==> config.mk <==
export PLATFORM = sky130hd
export DESIGN_NAME = serial_shift_engine
export DESIGN_NICKNAME = d
export VERILOG_FILES = /design/src/rtl/serial_shift_engine.sv
export SDC_FILE = /design/constraint.sdc
export NUM_CORES = 1
export LEC_CHECK = 0
export BUFFER_PORTS_ARGS = -buffer_cell sky130_fd_sc_hd__clkbuf_2
export CELL_PAD_IN_SITES_DETAIL_PLACEMENT = 1
export CELL_PAD_IN_SITES_GLOBAL_PLACEMENT = 2
export CORE_ASPECT_RATIO = 1.2
export CORE_MARGIN = 2
export CORE_UTILIZATION = 34
export DETAILED_ROUTE_END_ITERATION = 16
export PLACE_DENSITY = 0.78
export RECOVER_POWER = 25
export SYNTH_ARGS = -nofsm -noshare
export SYNTH_HDL_FRONTEND = slang
export SYNTH_SLANG_ARGS = --single-unit
==> constraint.sdc <==
create_clock -name clk -period 1.88 [get_ports clk]
set_input_delay 0.282 -clock clk [delete_from_list [all_inputs] [get_ports clk]]
set_output_delay 0.282 -clock clk [all_outputs]
set_load 0.02 [all_outputs]
==> src/rtl/serial_shift_engine.sv <==
// Full-duplex serial shift engine: loads a word on start, shifts one bit per
// bit_strobe, counts its own bits and reports completion with a one-cycle done.
module serial_shift_engine #(
    parameter int   BITS       = 8,
    parameter int   COUNT_BITS = 4,
    parameter int   MSB_FIRST  = 0,
    parameter logic IDLE_OUT   = 1'b1
) (
    input  logic            clk,
    input  logic            reset,
    input  logic            start,
    input  logic            abort,
    input  logic [BITS-1:0] load_value,
    input  logic            bit_strobe,
    input  logic            in_bit,
    output logic            out_bit,
    output logic            busy,
    output logic            done,
    output logic [BITS-1:0] data_out
);

    localparam logic [COUNT_BITS-1:0] LAST_CNT = COUNT_BITS'(BITS - 1);

    logic [BITS-1:0]       shreg;
    logic [BITS-1:0]       shreg_next;
    logic [COUNT_BITS-1:0] cnt;
    logic                  last_bit;

    always_comb begin
        shreg_next = shreg;
        if (MSB_FIRST != 0)
            shreg_next = {shreg[BITS-2:0], in_bit};
        else
            shreg_next = {in_bit, shreg[BITS-1:1]};
    end

    assign last_bit = (cnt == LAST_CNT);

    always_comb begin
        out_bit = IDLE_OUT;
        if (busy)
            out_bit = (MSB_FIRST != 0) ? shreg[BITS-1] : shreg[0];
    end

    always_ff @(posedge clk or posedge reset) begin
        if (reset) begin
            shreg    <= '0;
            cnt      <= '0;
            busy     <= 1'b0;
            done     <= 1'b0;
            data_out <= '0;
        end else begin
            done <= 1'b0;
            // abort wins over both a same-cycle start and a completing strobe
            if (abort) begin
                if (busy) begin
                    busy <= 1'b0;
                    cnt  <= '0;
                end
            end else if (start && !busy) begin
                shreg <= load_value;
                cnt   <= '0;
                busy  <= 1'b1;
            end else if (busy && bit_strobe) begin
                shreg <= shreg_next;
                if (last_bit) begin
                    // counter holds at its last value until the next start
                    busy     <= 1'b0;
                    done     <= 1'b1;
                    data_out <= shreg_next;
                end else begin
                    cnt <= cnt + 1'b1;
                end
            end
        end
    end

endmodule

==> Yosys cells after proc, flatten, opt, wreduce, memory -nomap -nowiden <==
Index checks and enable logic that the tools add are counted.
{ "totals": {"reg_bits": 22, "inputBits": 14, "output_inout_bits": 11, "word_cells": 37} }
{ "classes": {"reduce_logical": 10, "bitwise_logic": 2, "n_addsub": 1, "n_mux": 16, "n_eq_ne": 3} }
{ "ops": {"columns": ["cell", "n"], "rows": [
  ["$mux W4", 5],
  ["$mux W8", 2],
  ["$mux W1", 9],
  ["$reduce_bool A3 Y1", 2],
  ["$add A4 B1 Y4 const B", 1],
  ["$eq A4 B3 Y1 const B", 1],
  ["$reduce_and A2 Y1", 2],
  ["$reduce_and A4 Y1", 1],
  ["$ne A3 B2 Y1 const B", 1],
  ["$reduce_and A3 Y1", 1],
  ["$logic_and A1 B1 Y1", 2],
  ["$ne A2 B1 Y1 const B", 1],
  ["$not A1 Y1", 2],
  ["$reduce_bool A2 Y1", 1],
  ["$logic_not A1 Y1", 1]
]} }

==> Longest topological paths before layout <==
{ "depth": {"depth_word": 5, "mapped_depth": 5, "ltp_nobuf": 4} }

==> Worst setup path before layout <==
Ideal clock, no wire load.
{ "synth_path": {"path_kind": "register -> register", "startpoint": "reg cnt[0]", "endpoint": "reg data_out[0]", "t_required_ns": 1.755, "arrival_time_ns": 1.541, "path_buffers": 1, "setup_time_ns": 0.125, "slack_ns": 0.214, "path_stages_with_launch": 6, "synth_period_minus_slack_ns": 1.666, "path_cell_list": "dfrtp_1 > ha_1 > nor2b_1 > or3b_1 > buf_6 > mux2_4"} }
{ "synth_between": {"elab_chain_len": 2} }
{ "synth_lines": {"columns": ["element", "line", "source"], "rows": [
  ["start, declared", "26", "logic [COUNT_BITS-1:0] cnt;"],
  ["start signal, assigned", "72", "cnt <= cnt + 1'b1;"],
  ["$eq A4 B3 Y1", "37", "assign last_bit = (cnt == LAST_CNT);"],
  ["$reduce_and A4 Y1 (no source line)", null, null],
  ["end signal, assigned", "70", "data_out <= shreg_next;"],
  ["end, declared", "19", "output logic [BITS-1:0] data_out"]
]} }
Every way passes these cells.
A chain may end at the register's enable or synchronous reset.

==> Final worst setup path <==
{ "layout_path": {"startpoint": "reg cnt[1]", "endpoint": "reg data_out[6]"} }
The elaborated chain is that of the path after synthesis.

==> summary.md <==
| Metric | Value |
|---|---|
| Yosys cell types | `29` |
| Final Hold Fails | `0` |
| Max Cap Viol | `0` |
| Syn_nets | `~100` |
| Maximum fanout along the worst path | `9` |
| VDD IR max | `0.352 mV` |
| Switching part of the total power | `24.9%` |
| Primary FF master, synth | `dfrtp_1` |
| Vias in the first global route | `878` |
| Die ar. | `3770 µm²` |
| Share of the yosys chip area belonging to registers | `49.2%` |
| CTS tree | `done` |
| CTS sink cnt | `22` |
| Crit. End Element | `register` |
| Most frequent cells in the layout | `clkbuf_2 (24), dfrtp_1 (22), mux2_2 (16)` |
| R2R Path Start | `cnt[1]$_DFFE_PP0P_` |
| Placed cell areas | `1310 µm²` |
| Syn Std Cell Area | `1120 µm²` |
| Root Buffer | `clkbuf_4` |
| Sw power | `about 0.30 mW` |
| Final setup TNS | `0 ns` |
| Multi-input gate area | `534 µm²` |
| Fin. max-slew vios | `0` |
| IO Port Bufs | `24` |
| Mapped Cells | `88` |
| Number of buffers on the longest clock path | `2` |
| Avg Cell Area, Syn | `approximately 13 µm²` |
| Nets | `135` |
| Part of the power in combinational logic | `19.8%` |
| GR Overflow Total | `0` |
| Core Box Area | `3110 µm²` |
| Top cells by area, synth | `dfrtp_1 (49%), mux2_2 (16%), mux2_4 (11%), nand2b_1 (1.7%), and3b_1 (1.6%)` |
| Setup violators final | `0` |
| Fmax | `0.572 GHz` |
| Largest net degree at the start of global routing | `23` |
| Worst EP arrival | `1.95 ns` |
| EDFF count, synth | `0` |
| Total global-route track usage | `between 10 and 15%` |
| Fraction of layout cells with a size suffix above 1 | `51.3%` |
| Antenna-violating nets left | `0` |
| Fin crit share | `93.1%` |
| Detailed Place HPWL | `1810 µm` |
| WHS Path Cells | `2` |
| CTS buffer count | `3` |
| First-pass GRT wire length | `4060 µm` |
| WL final | `2330 µm` |
| Die Wd | `56.4 µm` |
| Share of total power in the clock network | `29.6%` |
| Clock-pin slew on the worst setup and hold paths | `0.13 ns` |
| Layout area overhead | `22.2%` |
| Crit path from | `cnt[1]$_DFFE_PP0P_` |
| Run status | `finished clean` |
| Die height | `66.9 µm` |
| Top Ports | `25` |
| Unrepaired setup endpoints after global routing | `no` |
| Reg2Reg Depth | `4` |
| DRC Markers | `0` |
| Reg area | `551 µm²` |
| Synth async-reset ratio | `100%` |
| Int Pwr | `0.920 mW` |
| Min cycle time layout | `1.75 ns` |
| Yosys warns | `0` |
| Hold slack | `0.220 ns` |
| Postcts setup bufs | `0` |
| First-pass DRT Iterations | `2` |
| Clk_lat worst skew | `about 0.30 ns` |
| Rows | `22` |
| WS Path Type | `reg2reg` |
| Part of the power in registers | `about half` |
| Placed cells | `150` |
| PwrDens | `895 nW/µm²` |
| GP Congestion | `0.715` |
| Vias | `between 700 and 800` |
| Final Util | `44.0%` |
| Initial antenna violation count | `0` |
| WL/cell | `15.1 µm` |
| Commonest non-fill, non-tap cell in the layout | `clkbuf_2` |
| Synth top area share | `49.2%` |
| Initial DRC Count | `15` |
| Vias per std cell | `approximately 5.1` |
| Slew HR | `21.0%` |
| Cell taking the most area after synthesis | `dfrtp_1` |
| Filler Cell Count | `354` |
| Cell area after layout | `1370 µm²` |
| Yosys reg bits | `22` |
| Leakage | `between 0.7 and 0.8 nW` |
| Clock skew | `0.00885 ns` |
| Hold Crit Class | `in2reg` |
| H-Tree Level Count | `1` |
| HP Start | `in_bit` |
| Startpoint class of the critical path | `register` |
| Post-route insts no fill | `~160` |
| Initial core utilization | `36.0%` |
| Worst EP required | `2.08 ns` |
| Worst-margin pin slew | `1.18 ns` |
| Antenna Cells | `0` |
==> timing repair <==
| item | CTS | global route |
|---|---|---|
| hold buffers | 1 | 0 |
| resized for setup | 1 | 0 |
| endpoints found under the setup margin | 8 | 0 |
| hold endpoints to repair | 22 | 0 |
==> per-stage QoR <==
step	worst slack (ns)	power, mW
6_report	0.131	1.22
5_1_grt	0.0407	1.30
4_1_cts	0.129	1.25
3_5_place_dp	-0.0303	0.881
3_3_place_gp	0.0776	0.858
2_1_floorplan	0.214	0.789
==> Yosys cell counts, drive strengths merged, types with 2 or more instances <==
master / n
nor2b: 2
a21oi: 3
nand2b: 3
inv: 4
o21ai: 3
and3b: 2
dfrtp: 22
mux2: 24
nand2: 4
clkbuf: 3
o22ai: 2
==> worst max-delay path, stage by stage, from the launching register on <==
cell     delay, ns
dfrtp_1       0.39
ha_1          0.24
nor2b_1       0.18
or3b_4        0.50
mux2_4        0.33
==> cells by family (layout without fill, tap and decap cells) <==
| kind of cell | Yosys count | after routing | share of synthesized area [%] |
|---|---|---|---|
| fa+ha+maj | 1 | 1 | 1.12 |
| buf+inv | 8 | 39 | 3.35 |
| flops | 22 | 22 | 49.2 |
| mux | 25 | 25 | 27.7 |
| compound gates | 10 | 10 | 5.47 |
| simple gates | 22 | 22 | 13.2 |
==> final timing paths <==
| path | to | slack, ns |
|---|---|---|
| max in group asynchronous | shreg[6]$_DFFE_PP0P_ | 0.31 |
| worst min-delay path | data_out[7]$_DFFE_PP0P_ | 0.22 |
| worst min register to register | shreg[0]$_DFFE_PP0P_ | 0.52 |
| worst max register to register | data_out[6]$_DFFE_PP0P_ | 0.13 |
| min in group asynchronous | shreg[5]$_DFFE_PP0P_ | 0.87 |
| worst max-delay path | data_out[6]$_DFFE_PP0P_ | 0.13 |
==> metal layers <==
layer  global-route usage, %  part of all wire (%)
met5                       0                     0
met4                    4.46                  0.56
met3                    2.72                   4.5
met2                    24.6                    52
met1                    16.8                    43
==> power by group through the flow <==
| stage | sequential (mW) | clock, mW | combinational (mW) |
|---|---|---|---|
| 6_report | 0.619 | 0.362 | 0.243 |
| 5_1_grt | 0.634 | 0.400 | 0.266 |
| 4_1_cts | 0.621 | 0.375 | 0.251 |
| 3_5_place_dp | 0.633 | 0 | 0.248 |
| 3_3_place_gp | 0.622 | 0 | 0.236 |
| 2_1_floorplan | 0.612 | 0 | 0.177 |
==> sequential cells by signal (all words and copies together), names as in the netlist <==
| signal | count |
|---|---|
| data_out | 8 |
| shreg | 8 |
| cnt | 4 |
| busy | 1 |
| done | 1 |
==> final cells by class <==
| cell class | count | share of cell area (%) |
|---|---|---|
| Sequential cell | 22 | 40.2 |
| Multi-Input combinational cell | 58 | 39.0 |
| Timing Repair Buffer | 31 | 12.5 |
| Tap cell | 36 | 3.29 |
| Clock inverter | 1 | 2.19 |
| Clock buffer | 3 | 1.65 |
| Inverter | 4 | 1.10 |
No activity file was read; power rests on OpenSTA's default activity.
